File: src/rtl/mem_bus_pkg.sv
// Shared definitions for the two-master memory/I-O bus arbiter: command
// encodings, I/O address map and the transaction FSM state type.
package mem_bus_pkg;

    localparam logic [1:0] MEM_NONE  = 2'b00;
    localparam logic [1:0] MEM_READ  = 2'b01;
    localparam logic [1:0] MEM_WRITE = 2'b10;

    localparam logic [8:0] LED_ADDR = 9'h100;
    localparam logic [8:0] SW_ADDR  = 9'h140;

    typedef enum logic [1:0] {
        IDLE,
        ACCESS,
        WAIT,
        DONE
    } state_t;

endpackage

File: src/rtl/rr_arbiter2.sv
// Two-way round-robin winner pick; purely combinational, the last-grant
// pointer lives in the parent.
module rr_arbiter2 (
    input  logic [1:0] req,
    input  logic       last_grant,
    output logic       valid,
    output logic       winner
);

    always_comb begin
        valid  = |req;
        winner = 1'b0;
        if (req == 2'b11) begin
            winner = ~last_grant;
        end else if (req == 2'b10) begin
            winner = 1'b1;
        end
    end

endmodule

File: src/rtl/mem_bus_arbiter.sv
// Arbitrates the single-port RAM and the LED/switch I/O between the CPU and
// the loader/DMA, one latched transaction at a time.
module mem_bus_arbiter
    import mem_bus_pkg::*;
#(
    parameter int              DW       = 16,
    parameter int              AW       = 9,
    parameter logic [AW-1:0]   LED_ADDR = mem_bus_pkg::LED_ADDR,
    parameter logic [AW-1:0]   SW_ADDR  = mem_bus_pkg::SW_ADDR
) (
    input  logic              clk,
    input  logic              reset_n,
    input  logic [1:0]        req,
    input  logic [1:0]        cmd0,
    input  logic [1:0]        cmd1,
    input  logic [AW-1:0]     addr0,
    input  logic [AW-1:0]     addr1,
    input  logic [DW-1:0]     wdata0,
    input  logic [DW-1:0]     wdata1,
    output logic [1:0]        gnt,
    output logic [1:0]        ack,
    output logic [DW-1:0]     rdata,
    output logic [AW-2:0]     ram_addr,
    output logic              ram_write,
    output logic [DW-1:0]     ram_din,
    input  logic [DW-1:0]     ram_dout,
    input  logic [7:0]        sw,
    output logic [7:0]        led
);

    state_t          state_reg;
    logic            last_grant_reg;
    logic            winner_reg;
    logic [1:0]      cmd_reg;
    logic [AW-1:0]   addr_reg;
    logic [DW-1:0]   wdata_reg;
    logic [1:0]      gnt_reg;
    logic [1:0]      ack_reg;
    logic            ram_write_reg;
    logic [DW-1:0]   rdata_reg;
    logic [7:0]      led_reg;

    logic [1:0]      req_eligible;
    logic            arb_valid;
    logic            arb_winner;
    logic [1:0]      arb_onehot;
    logic [1:0]      winner_onehot;
    logic [1:0]      sel_cmd;
    logic [AW-1:0]   sel_addr;
    logic [DW-1:0]   sel_wdata;
    logic [DW-1:0]   read_value;

    // The ack lands in the first IDLE cycle while the requester still holds
    // req; masking the just-acked requester keeps it from being served twice.
    assign req_eligible = req & ~ack_reg;

    rr_arbiter2 u_rr_arbiter2 (
        .req        (req_eligible),
        .last_grant (last_grant_reg),
        .valid      (arb_valid),
        .winner     (arb_winner)
    );

    genvar gi;
    generate
        for (gi = 0; gi < 2; gi++) begin : g_onehot
            assign arb_onehot[gi]    = (arb_winner == 1'(gi));
            assign winner_onehot[gi] = (winner_reg == 1'(gi));
        end
    endgenerate

    assign sel_cmd   = arb_winner ? cmd1   : cmd0;
    assign sel_addr  = arb_winner ? addr1  : addr0;
    assign sel_wdata = arb_winner ? wdata1 : wdata0;

    always_comb begin
        read_value = '0;
        if (!addr_reg[AW-1]) begin
            read_value = ram_dout;
        end else if (addr_reg == SW_ADDR) begin
            read_value = {{(DW-8){1'b0}}, sw};
        end
    end

    always_ff @(posedge clk or negedge reset_n) begin
        if (!reset_n) begin
            state_reg      <= IDLE;
            last_grant_reg <= 1'b1;
            winner_reg     <= 1'b0;
            cmd_reg        <= MEM_NONE;
            addr_reg       <= '0;
            wdata_reg      <= '0;
            gnt_reg        <= '0;
            ack_reg        <= '0;
            ram_write_reg  <= 1'b0;
            rdata_reg      <= '0;
            led_reg        <= '0;
        end else begin
            ack_reg <= '0;
            case (state_reg)
                IDLE: begin
                    if (arb_valid) begin
                        winner_reg    <= arb_winner;
                        cmd_reg       <= sel_cmd;
                        addr_reg      <= sel_addr;
                        wdata_reg     <= sel_wdata;
                        gnt_reg       <= arb_onehot;
                        ram_write_reg <= (sel_cmd == MEM_WRITE) && !sel_addr[AW-1];
                        state_reg     <= ACCESS;
                    end
                end
                ACCESS: begin
                    ram_write_reg <= 1'b0;
                    if (cmd_reg == MEM_WRITE && addr_reg == LED_ADDR) begin
                        led_reg <= wdata_reg[7:0];
                    end
                    state_reg <= WAIT;
                end
                WAIT: begin
                    if (cmd_reg == MEM_READ) begin
                        rdata_reg <= read_value;
                    end
                    state_reg <= DONE;
                end
                DONE: begin
                    ack_reg        <= winner_onehot;
                    last_grant_reg <= winner_reg;
                    gnt_reg        <= '0;
                    state_reg      <= IDLE;
                end
                default: state_reg <= IDLE;
            endcase
        end
    end

    assign gnt       = gnt_reg;
    assign ack       = ack_reg;
    assign rdata     = rdata_reg;
    assign ram_addr  = addr_reg[AW-2:0];
    assign ram_write = ram_write_reg;
    assign ram_din   = wdata_reg;
    assign led       = led_reg;

endmodule

File: config.mk
export PLATFORM = sky130hd
export DESIGN_NAME = mem_bus_arbiter
export DESIGN_NICKNAME = d
export VERILOG_FILES = /design/src/rtl/mem_bus_pkg.sv /design/src/rtl/rr_arbiter2.sv /design/src/rtl/mem_bus_arbiter.sv
export SDC_FILE = /design/constraint.sdc
export NUM_CORES = 1
export LEC_CHECK = 0
export CAP_MARGIN = 10
export CORE_ASPECT_RATIO = 0.75
export CORE_MARGIN = 2
export CORE_UTILIZATION = 31
export CTS_CLUSTER_DIAMETER = 50
export DETAILED_ROUTE_END_ITERATION = 8
export SYNTH_ARGS = -nofsm -noshare
export SYNTH_HDL_FRONTEND = slang
export SYNTH_SLANG_ARGS = --single-unit
File: constraint.sdc
create_clock -name clk -period 1.69 [get_ports clk]
set_input_delay 0.507 -clock clk [delete_from_list [all_inputs] [get_ports clk]]
set_output_delay 0.507 -clock clk [all_outputs]
set_load 0.005 [all_outputs]
==> impl_metrics.py, run 1 <==
metrics = {
    "run_status": {
        "outcome": "finished clean",
    },
    "setup_path": {
        "critPathSlowestCell": "clkdlybuf4s50_1",
        "path_cells": "clkdlybuf4s50_1 -> nand2b_4 -> a21o_1 -> buf_12 -> mux2_4 -> a22o_1",
        "start_kind": "input port",
        "cpLargestDelayFamily": "buffers and inverters",
        "cp.required_ns": 1.90,
        "worst-r2r-setup-slack_ns": 0.10,
        "cp.buffers_inverters": 2,
        "criticalPathCategory": "in2reg",
        "max_stage_delay_ns": 0.52,
        "arrival_ns": 1.88,
        "cp_max_fo": 7,
        "setup.worst_path.end_class": "register",
    },
    "cts": {
        "clkTransAtPathRegs_ns": 0.05,
        "hold_buffers": 0,
        "cts_buffer_depth": 2,
        "cts_max_level": 3,
        "clk_latency_ns": 0.32,
        "cts_tree": "built",
        "cts.sinks": 60,
        "root_buffer": "clkbuf_16",
        "cts_buffers": 9,
    },
    "timing": {
        "holdWs_ns": 0.137,
        "layout_setup_ws_ns": 0.0151,
        "finalHoldViolations": 0,
        "setup_viol": 0,
        "finalClockSkew_ns": 0.00670,
        "period_share_pct": 99.1,
        "fin_tns_setup_ns": 0,
        "max_slew_margin_pct": 68.0,
        "fmax_ghz": 0.597,
        "post-route-min-period_ns": 1.67,
        "slew_viol_final": 0,
        "worstMarginPinSlew_ns": 0.479,
        "rsz0062_at_grt": "yes",
    },
    "logic_synthesis": {
        "synthArstFlopShare_pct": 100,
        "synthMuxAreaShare_pct": 14.1,
        "synth_xor_xnor_area_share_pct": 0,
        "yosysSeqAreaShare_pct": 53.5,
        "yosysWarnings": 0,
        "synthTopCellsByCount": "dfrtp_1 (59), nand2_1 (45), o21ai_0 (37), mux2i_1 (28), nor2_1 (17)",
        "syn-mean-instance-area_um2": 10.7,
        "syn_nets": 349,
        "ys_ff_latch": 60,
        "synth_edf_count": 0,
        "syn_inst": 262,
        "synth_fa_ha_area_share_pct": 2.23,
        "synth_area_mm2": 0.00281,
        "synth.most_common_cell": "dfrtp_1",
        "yosysTopAreaCell": "dfrtp_1",
        "yosysTopAreaCellShare_pct": 52.5,
        "synth_top_family_by_area": "multiplexers",
        "synth_compound_area_share_pct": 11.4,
        "ys.flop_type": "dfrtp_1",
        "yosys-top-cells-area": "dfrtp_1 (53%), mux2i_1 (10%), o21ai_0 (6.6%)",
        "synthSimpleGateAreaFrac_pct": 13.0,
        "yosysUniqueCellTypes": 34,
    },
    "global_routing": {
        "grt_pass1_vias": 2529,
        "grt_pass1_wl_mm": 12.1,
        "grt_antenna_before_repair": 0,
        "grt-ovfl-total": 0,
        "track_usage_pct": 15.7,
        "grt_start_max_net_pins": 31,
    },
    "routing": {
        "ant_nets": 0,
        "via_count": 2442,
        "drc": 0,
        "vias_per_cell": 4.59,
        "post_drt_wl_per_cell_um": 14.1,
        "initialDrtViolationCount": 39,
        "wirelength_mm": 7.50,
        "first_pass_iters": 4,
    },
    "place": {
        "numPortBuffers": 134,
        "place.gp.congestion": 0.682,
        "numPlacedInstances": 501,
        "place_area_mm2": 0.00436,
        "place_ws_ns": -0.378,
        "hpwl_mm": 5.61,
    },
    "final_layout": {
        "area_growth_pct": 72.4,
        "drive_above_1_share_pct": 15.7,
        "design_area_mm2": 0.00485,
        "final_nets": 503,
        "final_cells": 532,
        "fin_util_pct": 54.2,
        "antenna-diode-count": 0,
    },
    "pwr": {
        "fin_total_pwr_mw": 7.57,
        "vdd_drop_max_v": 0.000553,
        "powerDensity_mw_per_mm2": 1560,
        "p_leak_nw": 2.61,
    },
    "floorplanning": {
        "boundaryPins": 135,
        "die_y_um": 86.5,
        "fp-row-count": 30,
        "dieArea_mm2": 0.00985,
        "core_mm2": 0.00893,
        "initial_core_util_pct": 31.5,
        "die_w_um": 114,
    },
    "min_path": {
        "min_path_type": "in2async",
    },
    "job": {
        "cap_violations": 0,
    },
}
-- area by class of cell --
type | instances | area [um^2]
clock buffers | 11 | 253
well taps | 112 | 140
inverters | 5 | 18.8
repair buffers | 165 | 1690
flip-flops and latches | 60 | 1500
fillers | 814 | 4090
clock inverters | 4 | 72.6
multi-input cells | 175 | 1170
-- where the power goes --
part,internal [mW],switching [mW]
logic,1.80,1.39
clock network,1.36,0.622
registers,2.07,0.343
-- per-layer routing --
| layer | GRT usage [%] | part of all wire (%) | vias up |
|---|---|---|---|
| met5 | 0 | 0 | - |
| met4 | 3.66 | 0.31 | 0 |
| met3 | 6.50 | 8.9 | 4 |
| met2 | 26.2 | 46 | 96 |
| met1 | 19.3 | 44 | 1132 |
| li1 | - | - | 1210 |
-- path summary, 6_finish.rpt --
| kind | depth (start not counted) | from | end |
|---|---|---|---|
| worst max-delay path | 6 | req[1] | ram_write$_DFFE_PN0P_ |
| worst min-delay path | 1 | reset_n | rdata[5]$_DFFE_PN0P_ |
| worst max register to register | 5 | addr_reg[5]$_DFFE_PN0P_ | led[3]$_DFFE_PN0P_ |
| worst min register to register | 2 | rdata[9]$_DFFE_PN0P_ | rdata[9]$_DFFE_PN0P_ |
| max in group asynchronous | 2 | reset_n | last_grant_reg$_DFFE_PN1P_ |
| min in group clk | 2 | rdata[9]$_DFFE_PN0P_ | rdata[9]$_DFFE_PN0P_ |
-- cell usage in the layout, fill, tap and decap left out, drive strengths merged, types with 2 or more instances in the layout --
cell	n
nor2b	3
a22o	2
nand3b	2
nand2	45
dlygate4sd2	26
inv	5
mux2i	28
a221oi	8
o22ai	2
mux2	10
nor2	17
dfrtp	59
clkbuf	11
o21ai	40
ha	5
clkdlybuf4s50	80
buf	32
dlymetal6s2s	27
bufinv	2
nor3b	2
-- cell families (layout without fill, tap and decap cells) --
group / count (synthesis) / after routing
AND/OR/NAND/NOR: 77 / 77
flip-flops: 60 / 60
AO/OA/AOI/OAI: 55 / 55
multiplexers: 38 / 38
buffers and inverters: 27 / 185
adder cells (fa/ha/maj): 5 / 5
-- what timing repair did --
| action | in CTS | in global routing |
|---|---|---|
| setup endpoints to repair | 55 | 61 |
| hold endpoints to repair | 0 | 0 |
| pin swaps | 1 | 2 |
| resized for setup | 26 | 38 |
| buffers inserted | 12 | 4 |
Note: power is estimated with default switching activity, not from simulation.
==> inputs of run 2 (changes only) <==
- PLACE_DENSITY: not set -> 0.71
==> impl_metrics.py, run 2 (synthesis results as in run 1) <==
metrics = {
    "timing": {
        "finalClockSkew_ns": 0.00506,
        "worstMarginPinSlew_ns": 0.535,
        "setup_viol": 1,
        "fmax_ghz": 0.588,
        "fin_tns_setup_ns": -0.00948,
        "max_slew_margin_pct": 64.3,
        "period_share_pct": 101,
        "holdWs_ns": 0.173,
        "slew_viol_final": 0,
        "layout_setup_ws_ns": -0.00948,
        "post-route-min-period_ns": 1.70,
        "rsz0062_at_grt": "yes",
        "finalHoldViolations": 0,
    },
    "final_layout": {
        "final.fill_count": 813,
        "layout.cells.most_common": "clkdlybuf4s50_1",
        "final-seq-area_mm2": 0.00150,
        "drive_above_1_share_pct": 15.6,
        "fin_util_pct": 53.4,
        "area_growth_pct": 69.9,
        "antenna-diode-count": 0,
        "final_cell_mix": "clkdlybuf4s50_1 (85), dfrtp_1 (59), nand2_1 (45), o21ai_0 (36), mux2i_1 (28)",
        "final_cells": 530,
        "multi_input_area_mm2": 0.00119,
        "final_nets": 500,
        "design_area_mm2": 0.00477,
    },
    "cts": {
        "root_buffer": "clkbuf_16",
        "clk_latency_ns": 0.32,
        "hold_buffers": 0,
        "cts_tree": "built",
        "cts.sinks": 60,
        "cts_buffer_depth": 2,
        "cts_max_level": 3,
        "clkTransAtPathRegs_ns": 0.05,
        "cts_buffers": 9,
    },
    "setup_path": {
        "worst-r2r-setup-slack_ns": 0.09,
        "path_cells": "clkdlybuf4s50_1",
        "crit_path_end": "rdata[3]",
        "r2r_end": "led[0]$_DFFE_PN0P_",
        "setup.worst_path.end_class": "output pin",
        "cp_max_fo": 2,
        "cpLargestDelayFamily": "buffers and inverters",
        "start_kind": "register",
        "critPathSlowestCell": "clkdlybuf4s50_1",
        "regToRegStartpoint": "addr_reg[2]$_DFFE_PN0P_",
        "startpoint": "rdata[3]$_DFFE_PN0P_",
        "criticalPathCategory": "reg2out",
        "max_stage_delay_ns": 0.52,
        "cp.buffers_inverters": 1,
        "reg2regPathDepth": 4,
        "critical_path_depth": 1,
        "arrival_ns": 1.19,
        "cp.required_ns": 1.18,
    },
    "routing": {
        "ant_nets": 0,
        "first_pass_iters": 4,
        "initialDrtViolationCount": 60,
        "wirelength_mm": 7.21,
        "drc": 0,
        "vias_per_cell": 4.55,
        "via_count": 2412,
        "post_drt_wl_per_cell_um": 13.6,
    },
    "floorplanning": {
        "die_y_um": 86.5,
        "fp-row-count": 30,
        "core_mm2": 0.00893,
        "dieArea_mm2": 0.00985,
        "die_w_um": 114,
        "boundaryPins": 135,
        "initial_core_util_pct": 31.5,
    },
    "global_routing": {
        "grt.busiest_layer": "met2",
        "grt_use_met1_pct": 17.8,
        "grt_start_max_net_pins": 36,
        "grt_pass1_vias": 2455,
        "grt_pass1_wl_mm": 11.5,
        "track_usage_pct": 15.0,
        "met2_usage_pct": 24.9,
        "grt-ovfl-total": 0,
        "grt_use_met3_pct": 5.66,
        "grt_antenna_before_repair": 0,
    },
    "pwr": {
        "seq_power_share_pct": 33.2,
        "vdd_drop_max_v": 0.000535,
        "internal_power_mw": 4.95,
        "p_comb_share_pct": 42.7,
        "pwr-share-clk_pct": 24.2,
        "p_sw_share_pct": 32.4,
        "p_leak_nw": 2.50,
        "fin_total_pwr_mw": 7.32,
        "switchingPower_mw": 2.37,
        "powerDensity_mw_per_mm2": 1530,
    },
    "place": {
        "hpwl_mm": 5.42,
        "place_area_mm2": 0.00432,
        "place.gp.congestion": 0.743,
        "numPortBuffers": 134,
        "numPlacedInstances": 499,
        "place_ws_ns": -0.387,
    },
    "min_path": {
        "min_path_type": "in2async",
    },
    "run_status": {
        "failed_checks": "negative setup slack",
        "outcome": "complete, but fails checks",
    },
    "job": {
        "cap_violations": 0,
    },
}
run 2: changes by cell type in the layout (fill, tap and decap cells not counted), sizes merged:
| cell | change |
|---|---|
| clkinv | +3 |
| clkdlybuf4s50 | +5 |
| bufinv | -1 |
| dlymetal6s2s | -5 |
| buf | -3 |
| clkbuf | -1 |
run 2: per-layer routing:
metal / up-vias / share of wire, %
met5: - / 0
li1: 1206 / -
met2: 87 / 47
met3: 10 / 8.5
met1: 1109 / 43
met4: 0 / 1.6
run 2: worst min-delay path by stage:
stage          cells after the start               startpoint                      end  slack [ns]
6_report                           2                  reset_n     rdata[5]$_DFFE_PN0P_        0.17
3_5_place_dp                       2  ram_din[11]$_DFFE_PN0P_  ram_din[11]$_DFFE_PN0P_        0.47
4_1_cts                            2                  reset_n     rdata[6]$_DFFE_PN0P_        0.17
2_1_floorplan                      0                  reset_n         ack[0]$_DFF_PN0_        0.21
5_1_grt                            2                  reset_n     rdata[5]$_DFFE_PN0P_        0.18
3_3_place_gp                       2   ram_din[9]$_DFFE_PN0P_   ram_din[9]$_DFFE_PN0P_        0.46
run 2: cell type report:
cell class | count | share of cell area, %
repair buffers | 162 | 34.2
flip-flops and latches | 60 | 31.5
multi-input cells | 175 | 24.9
clock buffers | 10 | 4.80
well taps | 112 | 2.94
clock inverters | 6 | 1.36
inverters | 5 | 0.393
run 2: repair_timing:
| item | 4_1_cts | 5_1_grt |
|---|---|---|
| endpoints found under the setup margin | 56 | 37 |
| resized for setup | 29 | 25 |
| pin swaps | 1 | 0 |
| setup buffers | 12 | 3 |
run 2: worst reg2reg max path, cell delays in order (launching register included):
cell	delay (ns)
dfrtp_1	0.39
buf_4	0.15
nor4_4	0.32
nand3_2	0.28
mux2_2	0.35
run 2: power by group through the flow:
| stage | combinational (mW) | sequential, mW | clock [mW] |
|---|---|---|---|
| final | 3.12 | 2.43 | 1.77 |
| after global routing | 3.50 | 2.53 | 1.88 |
| after CTS | 3.18 | 2.44 | 1.81 |
| after detailed placement | 3.08 | 2.50 | 0 |
| after global placement | 3.00 | 2.49 | 0 |
| after floorplan | 1.45 | 2.48 | 0 |
